File: config.mk
export PLATFORM = sky130hd
export DESIGN_NAME = mem_access_unit
export DESIGN_NICKNAME = d
export VERILOG_FILES = /design/src/rtl/mau_pkg.sv /design/src/rtl/mau_lane_mux.sv /design/src/rtl/mem_access_unit.sv
export SDC_FILE = /design/constraint.sdc
export NUM_CORES = 1
export LEC_CHECK = 0
export CORE_ASPECT_RATIO = 0.75
export CORE_MARGIN = 3
export CORE_UTILIZATION = 35
export CTS_CLUSTER_DIAMETER = 80
export DETAILED_ROUTE_END_ITERATION = 6
export GPL_ROUTABILITY_DRIVEN = 0
export SLEW_MARGIN = 20
export SYNTH_ARGS = -nofsm -noshare
export SYNTH_HDL_FRONTEND = slang
export SYNTH_SLANG_ARGS = --single-unit
export TNS_END_PERCENT = 10
File: constraint.sdc
create_clock -name clk -period 4.8 [get_ports clk]
set_input_delay 0.48 -clock clk [delete_from_list [all_inputs] [get_ports clk]]
set_output_delay 0.48 -clock clk [all_outputs]
set_load 0.02 [all_outputs]
File: src/rtl/mau_pkg.sv
// Shared definitions for the memory access unit: size encodings, FSM state
// enum and small address helpers used at request handshake.
package mau_pkg;

  localparam logic [1:0] SZ_BYTE = 2'b00;
  localparam logic [1:0] SZ_HALF = 2'b01;
  localparam logic [1:0] SZ_WORD = 2'b10;

  typedef enum logic [2:0] {
    ST_IDLE   = 3'd0,
    ST_LOAD   = 3'd1,
    ST_STORE  = 3'd2,
    ST_RMW_RD = 3'd3,
    ST_RMW_WR = 3'd4
  } mau_state_e;

  // A halfword must sit on an even address; a word (or size 11) on a
  // multiple of four. Bytes are always aligned.
  function automatic logic mau_misaligned(input logic [1:0] size, input logic [1:0] lo);
    logic bad;
    case (size)
      SZ_BYTE: bad = 1'b0;
      SZ_HALF: bad = lo[0];
      default: bad = (lo != 2'b00);
    endcase
    return bad;
  endfunction

  // Clears the address bits that would make the access misaligned.
  function automatic logic [31:0] mau_align(input logic [1:0] size, input logic [31:0] addr);
    logic [31:0] a;
    case (size)
      SZ_BYTE: a = addr;
      SZ_HALF: a = {addr[31:1], 1'b0};
      default: a = {addr[31:2], 2'b00};
    endcase
    return a;
  endfunction

endpackage

File: src/rtl/mau_lane_mux.sv
// Byte-lane steering for the memory access unit: extracts and extends the
// addressed lane of a read word, and merges store data into a read word.
module mau_lane_mux
  import mau_pkg::*;
(
  input  logic [1:0]  size,
  input  logic        is_signed,
  input  logic [1:0]  lane,
  input  logic [31:0] word,
  input  logic [31:0] wdata,
  output logic [31:0] ext_data,
  output logic [31:0] merged
);

  logic [7:0]  byte_s;
  logic [15:0] half_s;

  assign byte_s = word[{lane, 3'b000} +: 8];
  assign half_s = lane[1] ? word[31:16] : word[15:0];

  // Select the extended load value and the merged store word by size.
  always_comb begin
    ext_data = word;
    merged   = word;
    case (size)
      SZ_BYTE: begin
        ext_data = {{24{is_signed & byte_s[7]}}, byte_s};
        merged[{lane, 3'b000} +: 8] = wdata[7:0];
      end
      SZ_HALF: begin
        ext_data = {{16{is_signed & half_s[15]}}, half_s};
        if (lane[1]) begin
          merged[31:16] = wdata[15:0];
        end else begin
          merged[15:0] = wdata[15:0];
        end
      end
      default: begin
        ext_data = word;
        merged   = wdata;
      end
    endcase
  end

endmodule

File: src/rtl/mem_access_unit.sv
// Load/store unit between the pipeline and a word-addressed data memory.
// Sub-word stores use a read-modify-write sequence.
// Optional: define MAU_MISALIGN_TRAP_EN to report misaligned accesses via
// resp_err instead of silently aligning the address.
module mem_access_unit
  import mau_pkg::*;
(
  input  logic        clk,
  input  logic        rst,
  input  logic        req_valid,
  output logic        req_ready,
  input  logic        req_write,
  input  logic [1:0]  req_size,
  input  logic        req_signed,
  input  logic [31:0] req_addr,
  input  logic [31:0] req_wdata,
  output logic        resp_valid,
  output logic [31:0] resp_rdata,
  output logic        resp_err,
  output logic [31:0] mem_addr,
  output logic [31:0] mem_wdata,
  output logic        mem_we,
  output logic        mem_re,
  input  logic [31:0] mem_rdata
);

  mau_state_e  state_r;
  logic [31:0] addr_r;
  logic [31:0] wdata_r;
  logic [31:0] merge_r;
  logic [1:0]  size_r;
  logic        signed_r;
  logic        write_r;
  logic        err_pend_r;
  logic        resp_valid_r;
  logic        resp_err_r;
  logic [31:0] resp_rdata_r;

  logic        hs_s;
  logic        misalign_s;
  logic [31:0] addr_in_s;
  logic [31:0] ext_s;
  logic [31:0] merged_s;
  logic        re_s;
  logic        we_s;
  logic [31:0] wd_s;

  assign req_ready = (state_r == ST_IDLE) & ~rst;
  assign hs_s      = req_valid & req_ready;

`ifdef MAU_MISALIGN_TRAP_EN
  assign misalign_s = mau_misaligned(req_size, req_addr[1:0]);
  assign addr_in_s  = req_addr;
`else
  assign misalign_s = 1'b0;
  assign addr_in_s  = mau_align(req_size, req_addr);
`endif

  mau_lane_mux u_lane_mux (
    .size      (size_r),
    .is_signed (signed_r),
    .lane      (addr_r[1:0]),
    .word      (mem_rdata),
    .wdata     (wdata_r),
    .ext_data  (ext_s),
    .merged    (merged_s)
  );

  // Decode memory strobes and write data from the current state.
  always_comb begin
    re_s = 1'b0;
    we_s = 1'b0;
    wd_s = 32'd0;
    case (state_r)
      ST_LOAD:   re_s = 1'b1;
      ST_STORE:  begin we_s = 1'b1; wd_s = wdata_r; end
      ST_RMW_RD: re_s = 1'b1;
      ST_RMW_WR: begin we_s = 1'b1; wd_s = merge_r; end
      default:   begin re_s = 1'b0; we_s = 1'b0; end
    endcase
  end

  assign mem_re     = re_s;
  assign mem_we     = we_s;
  assign mem_wdata  = wd_s;
  assign mem_addr   = (re_s | we_s) ? {2'b00, addr_r[31:2]} : 32'd0;
  assign resp_valid = resp_valid_r;
  assign resp_err   = resp_err_r;
  assign resp_rdata = resp_rdata_r;

  // Request capture, FSM sequencing and registered response generation.
  always_ff @(posedge clk) begin
    if (rst) begin
      state_r      <= ST_IDLE;
      addr_r       <= 32'd0;
      wdata_r      <= 32'd0;
      merge_r      <= 32'd0;
      size_r       <= 2'b00;
      signed_r     <= 1'b0;
      write_r      <= 1'b0;
      err_pend_r   <= 1'b0;
      resp_valid_r <= 1'b0;
      resp_err_r   <= 1'b0;
      resp_rdata_r <= 32'd0;
    end else begin
      resp_valid_r <= 1'b0;
      resp_err_r   <= 1'b0;
      err_pend_r   <= 1'b0;
      // A misaligned request answers one cycle after it was accepted.
      if (err_pend_r) begin
        resp_valid_r <= 1'b1;
        resp_err_r   <= 1'b1;
        resp_rdata_r <= 32'd0;
      end else begin
        resp_rdata_r <= resp_rdata_r;
      end
      case (state_r)
        ST_IDLE: begin
          if (hs_s) begin
            addr_r   <= addr_in_s;
            wdata_r  <= req_wdata;
            size_r   <= req_size;
            signed_r <= req_signed;
            write_r  <= req_write;
            if (misalign_s) begin
              err_pend_r <= 1'b1;
              state_r    <= ST_IDLE;
            end else if (!req_write) begin
              state_r <= ST_LOAD;
            end else if ((req_size == SZ_BYTE) || (req_size == SZ_HALF)) begin
              state_r <= ST_RMW_RD;
            end else begin
              state_r <= ST_STORE;
            end
          end else begin
            state_r <= ST_IDLE;
          end
        end
        ST_LOAD: begin
          resp_valid_r <= 1'b1;
          resp_rdata_r <= write_r ? 32'd0 : ext_s;
          state_r      <= ST_IDLE;
        end
        ST_STORE: begin
          resp_valid_r <= 1'b1;
          resp_rdata_r <= 32'd0;
          state_r      <= ST_IDLE;
        end
        ST_RMW_RD: begin
          merge_r <= merged_s;
          state_r <= ST_RMW_WR;
        end
        ST_RMW_WR: begin
          resp_valid_r <= 1'b1;
          resp_rdata_r <= 32'd0;
          state_r      <= ST_IDLE;
        end
        default: begin
          state_r <= ST_IDLE;
        end
      endcase
    end
  end

endmodule

Word-level counts from Yosys, hierarchy flattened. Cells that the tools add are included.

Register bits after elaboration: 136. Output and inout port bits: 101. Input port bits: 103. Word-level logic and storage cells: 52.

Bitwise operators: 6. Add/subtract/negate cells: 1. Shifts and indexed selects: 3. Muxes and demuxes: 18. Eq/ne operators: 6. Reductions and logical operators: 9.

Operator list (count): case mux 32 bit (2 select lines) (4); 2-to-1 mux 16 bit (3); bitwise mux 32 bit (1); 2-to-1 mux 32 bit (1); variable shift 8 x 7 -> 32 bit, first input constant (1); variable part select 32 x 6 -> 8 bit (1); variable part select 8 x 7 -> 32 bit (1); 2-to-1 mux 30 bit (1); negator 5 -> 7 bit (1); == test 3 x 2 -> 1 bit, second input constant (2); case mux 3 bit (2 select lines) (1); AND 1 bit (4); == test 2 x 1 -> 1 bit, second input constant (2); logical NOT 2 bit (2); 2-to-1 mux 1 bit (4); case mux 2 bit (2 select lines) (1); OR reduction 2 bit (2); == test 3 x 1 -> 1 bit, second input constant (1); == test 3 bit, second input constant (1); logical NOT 3 bit (1); 2-to-1 mux 3 bit (1); OR reduction 3 bit (1); 2-to-1 mux 2 bit (1); AND reduction 2 bit (1); 4 further kinds (4).

Logic depth before layout (Yosys ltp).
Depth after elaboration: 6. Depth in mapped cells: 9. Depth with buffers taken out: 6.

Modules after synthesis. From an unflattened synthesis, not the netlist that was laid out.

Cells, all modules: 870. Area total of the unflattened synthesis: 6974.2 um2.

Modules (own cells, without submodules): mem_access_unit (cells each 636, sequential area each 2722.6 um2, area an instance 5447.7 um2, times used 1); mau_lane_mux (cells each 234, sequential area each 0.0 um2, area an instance 1526.5 um2, times used 1).

Worst setup path before layout. Ideal clock, no wire load.

Kind: register -> register. Start point: reg addr_r[0]. End point: reg merge_r[24]. Data arrival time: 2222 ps. Data required time: 4709 ps. Period minus slack after synthesis: 2313 ps. Path buffers: 3. Setup time: 91 ps. Cell stages (with the launch flop): 10. Slack: 2487 ps. Cells stage by stage: dfxtp_1 -> clkbuf_1 -> buf_2 -> inv_1 -> ha_1 -> nor4bb_1 -> clkbuf_1 -> a22o_1 -> nand2_1 -> a311oi_1.

Longest elaborated chain between the ends: 4. Elaborated cells on any way between the ends: 5. Classes of those cells: add/sub: 1; shift: 2; mux: 2.

RTL lines: from (decl) (line mem_access_unit.sv:28) `logic [31:0] addr_r;`; from (signal assigned) (line mem_access_unit.sv:120) `addr_r <= addr_in_s;`; negator 5 -> 7 bit (*) (line mau_lane_mux.sv:28) `merged[{lane, 3'b000} +: 8] = wdata[7:0];`; variable part select 8 x 7 -> 32 bit or variable shift 8 x 7 -> 32 bit (tied branches) (line mau_lane_mux.sv:28); bitwise mux 32 bit (*) (line mau_lane_mux.sv:28); case mux 32 bit (2 select lines) (*) (line mau_lane_mux.sv:25) `case (size)`; to (signal assigned) (line mem_access_unit.sv:150) `merge_r <= merged_s;`; to (decl) (line mem_access_unit.sv:30) `logic [31:0] merge_r;`.

Mark *: on every way between the ends. The rest lies on a longest branch, timed or not. A chain may end at the register's enable or synchronous reset.

Final worst setup path.
Start point: reg state_r[1]. End point: out mem_wdata[26].

Longest elaborated chain between the ends: 2. Elaborated cells on any way between the ends: 3. Classes of those cells: eq/ne: 2; mux: 1.

RTL lines: from (decl) (line mem_access_unit.sv:27) `mau_state_e state_r;`; from (signal assigned) (line mem_access_unit.sv:94) `state_r <= ST_IDLE;`; from (signal assigned) (line mem_access_unit.sv:127) `state_r <= ST_IDLE;`; from (signal assigned) (line mem_access_unit.sv:129) `state_r <= ST_LOAD;`; == test 3 bit or == test 3 x 2 -> 1 bit (tied branches) (line mem_access_unit.sv:74) `case (state_r)`; case mux 32 bit (2 select lines) (*) (line mem_access_unit.sv:74); to (decl) (line mem_access_unit.sv:21) `output logic [31:0] mem_wdata,`.

Marks and branches as above.

==> metrics.md <==
| Metric | Value |
|---|---|
| Grt total ovfl | `0` |
| Final period util | `a little over two thirds` |
| Minimum clock period | `approximately 3.4 ns` |
| Number of enable flip-flop cells after synthesis | `0` |
| Die H | `between 100 and 150 microns` |
| Worst clock skew | `roughly 0.0073 ns` |
| Die ar. | `about 21,000 sq um` |
| Finish-stage setup viols | `0` |
| Max frequency | `just under 300 MHz` |
| Wirelength per Cell | `around 20 microns` |
| Fraction of layout instances using a drive strength above 1 | `slightly below 9%` |
| CTS tree | `yes` |
| Crit Path Max Fanout | `17` |
| RSZ-0062 raised after global routing | `false` |
| Most common cell after layout, fill and taps aside | `clkdlybuf4s50_1` |
| # diodes | `0` |
| Cell variety after synth | `49` |
| Worst-path clk slew | `0.06 ns` |
| Slew Limit Headroom | `between 30% and 40%` |
| Synth Register Bits | `136` |
| Most common flop cell mapped by yosys | `dfxtp_1` |
| Synth top area share | `around 41%` |
| Worst setup path endpoint | `mem_wdata[26]` |
| Filler instances | `1,838` |
| R2R depth | `3` |
| Setup tns final | `0 ns` |
| Global Route Usage Sum | `between 20 and 25%` |
| Via count | `approximately 6,800` |
| FF/Latch Area | `~2700 sq um` |
| TritonCTS Sinks | `between 100 and 150` |
| Max rail drop VDD | `around 0.00017 V` |
| Core region area | `18,600 sq um` |
| CP Data Arrival Time | `about 2.9 ns` |
| First-pass GRT wire length | `between 30,000 and 40,000 microns` |
| CP endpoint kind | `output port` |
| M3 GR Usage | `between 5 and 6%` |
| Clock buffer depth | `2` |
| Nets | `between 1,000 and 1,500` |
| Status | `completed` |
| Warnings from Yosys | `0` |
| Main area contributors after synthesis | `dfxtp_1 (41%), nand2_1 (8.6%), a22o_1 (8.4%)` |
| Layout Cells excl Fill | `~1,200` |
| Critical path launch point type | `flip-flop` |
| CTS root buffer | `clkbuf_16` |
| Vias in the first global route | `around 6,400` |
| Leak | `between 3 and 4 nW` |
| Global Route met2 Usage | `between 30% and 40%` |
| Routed WL | `around 24,000 microns` |
| Fin util | `about 50%` |
| Critical Path RT | `4.32 ns` |
| Global route hottest layer | `met1` |
| Initial antenna violation count | `0` |
| Setup bufs post-CTS | `0` |
| PwrDens | `between 300 and 400 nW/um^2` |
| Reg-to-reg endpoint | `resp_rdata[22]` |
| Initial core utilization | `~36%` |
| Final ANT Viol Nets | `0` |
| Layout area overhead | `41.0%` |
| Placed cells | `1,182` |
| Crit path launch | `state_r[1]` |
| Htree depth | `4` |
| Num CTS Buffers | `17` |
| # hold bufs at CTS | `0` |
| Row cnt | `between 40 and 50` |
| DR DRC count | `0` |
| Clk_lat worst skew | `roughly 0.42 ns` |
| Ports | `between 200 and 250` |
| Die W | `166 microns` |
| Avg Vias per Cell | `roughly 5.6` |
| Worst reg2reg setup slack | `about 2.2 ns` |
| Most frequent cells in the layout | `clkdlybuf4s50_1 (199), nand2_1 (152), dfxtp_1 (136)` |
| Seq/Total Area, Yosys | `between 40% and 50%` |
| Critical setup path kind | `reg -> out` |
| HP Class | `reg -> reg` |
| Mapped Cells | `between 800 and 900` |
| Port Buffers | `200` |
| Critical R2R Launch | `size_r[1]` |
| Slew @ Worst Pin | `0.963 ns` |
| TritonRoute pass-1 iters | `5` |
| Synthesized area per cell | `about 8.4 sq um` |
| Initial DRC Count | `roughly 730` |
| Largest net degree at the start of global routing | `83` |
| Final hold viol count | `0` |
| Yosys top cell by area | `dfxtp_1` |
| Mapped cell area | `6690 sq um` |
| Multi-input logic area | `around 3600 sq um` |
| M1 GR Usage | `34.9%` |
| # resized after CTS | `0` |
| Final-report max-slew violation count | `0` |
| MaxCap Viol Count | `0` |
| Final HPWL DP | `16,700 microns` |
| Post-synthesis async set-or-reset flop share | `0%` |
where the power goes:
part	internal, W	leakage (nW)	switching (W)
Clock	0.000909	0.312	0.000521
Combinational	0.000178	1.99	0.000211
Sequential	0.00117	1.10	0.0000389
Total	0.00225	3.40	0.000771
synth_stat cells (2+ instances only):
cell,number
nor2_1,47
o22ai_1,13
a31oi_1,8
dfxtp_1,136
a21oi_1,79
nand3_1,11
a221o_2,10
clkbuf_1,59
mux4_2,7
a221oi_1,18
o21ai_0,5
a2bb2oi_1,6
a31o_2,8
buf_1,4
nor4_1,2
a22oi_1,7
and2_1,34
ha_1,5
a22o_1,64
a311oi_1,7
a211oi_1,16
mux2i_1,5
buf_2,12
buf_4,3
mux2_2,2
inv_1,14
nor2b_1,6
a221o_1,14
nor3_1,17
buf_6,3
nand2_1,153
nand3b_1,2
o2bb2ai_1,8
through the flow:
stage | worst slack [ns] | instance area, sq um | total power (W) | hold slack, ns
after global routing | 1.30 | 9430 | 0.00313 | 0.467
after detailed placement | 1.90 | 8790 | 0.00161 | 0.443
after CTS | 1.39 | 9430 | 0.00305 | 0.451
final | 1.41 | 9430 | 0.00302 | 0.447
after floorplan | 2.49 | 6700 | 0.00142 | 0.432
after global placement | 1.60 | 8770 | 0.00161 | 0.439
sequential cells by signal (all words and copies together) (netlist names):
signal / flops
write_r: 1
signed_r: 1
resp_valid: 1
addr_r: 32
merge_r: 32
wdata_r: 32
resp_rdata: 32
size_r: 2
state_r: 3
final cells by class:
type / instances / share of cell area (%)
Multi-Input combinational cell: 571 / 38.2
Timing Repair Buffer: 213 / 22.2
Clock buffer: 20 / 4.95
Tap cell: 247 / 3.28
Inverter: 15 / 0.597
Clock inverter: 12 / 1.83
Sequential cell: 136 / 28.9
worst min path at each step:
stage / start / end / slack, ns / depth (start not counted)
floorplan: addr_r[10] / addr_r[10] / 0.43 / 2
global placement: addr_r[4] / addr_r[4] / 0.44 / 2
detailed placement: addr_r[12] / addr_r[12] / 0.44 / 2
CTS: rst / resp_valid / 0.45 / 2
global route: addr_r[24] / addr_r[24] / 0.47 / 2
finish: addr_r[11] / addr_r[11] / 0.45 / 2
per-layer routing:
metal  share of wire [%]  routed length [microns]
met2                  42                    10200
met1                  48                    11800
met3                 8.5                     2070
met4                 1.3                      307
met5                   0                        0
critical path, stage by stage (launching register included):
cell and delay [ns]:
dfxtp_1 0.51, nor3b_4 0.74, buf_4 0.37, a22o_1 0.23, clkdlybuf4s50_1 0.63
cells by family after synthesis:
family / Yosys count / synth area share [%]
compound gates: 265 / 29.4
xor+xnor: 2 / 0.262
fa+ha+maj: 5 / 0.935
buf+inv: 96 / 6.12
flops: 136 / 40.7
mux: 14 / 3.44
other cells: 1 / 0.0561
simple gates: 282 / 19.1
Power figures use the tool's default switching activity.
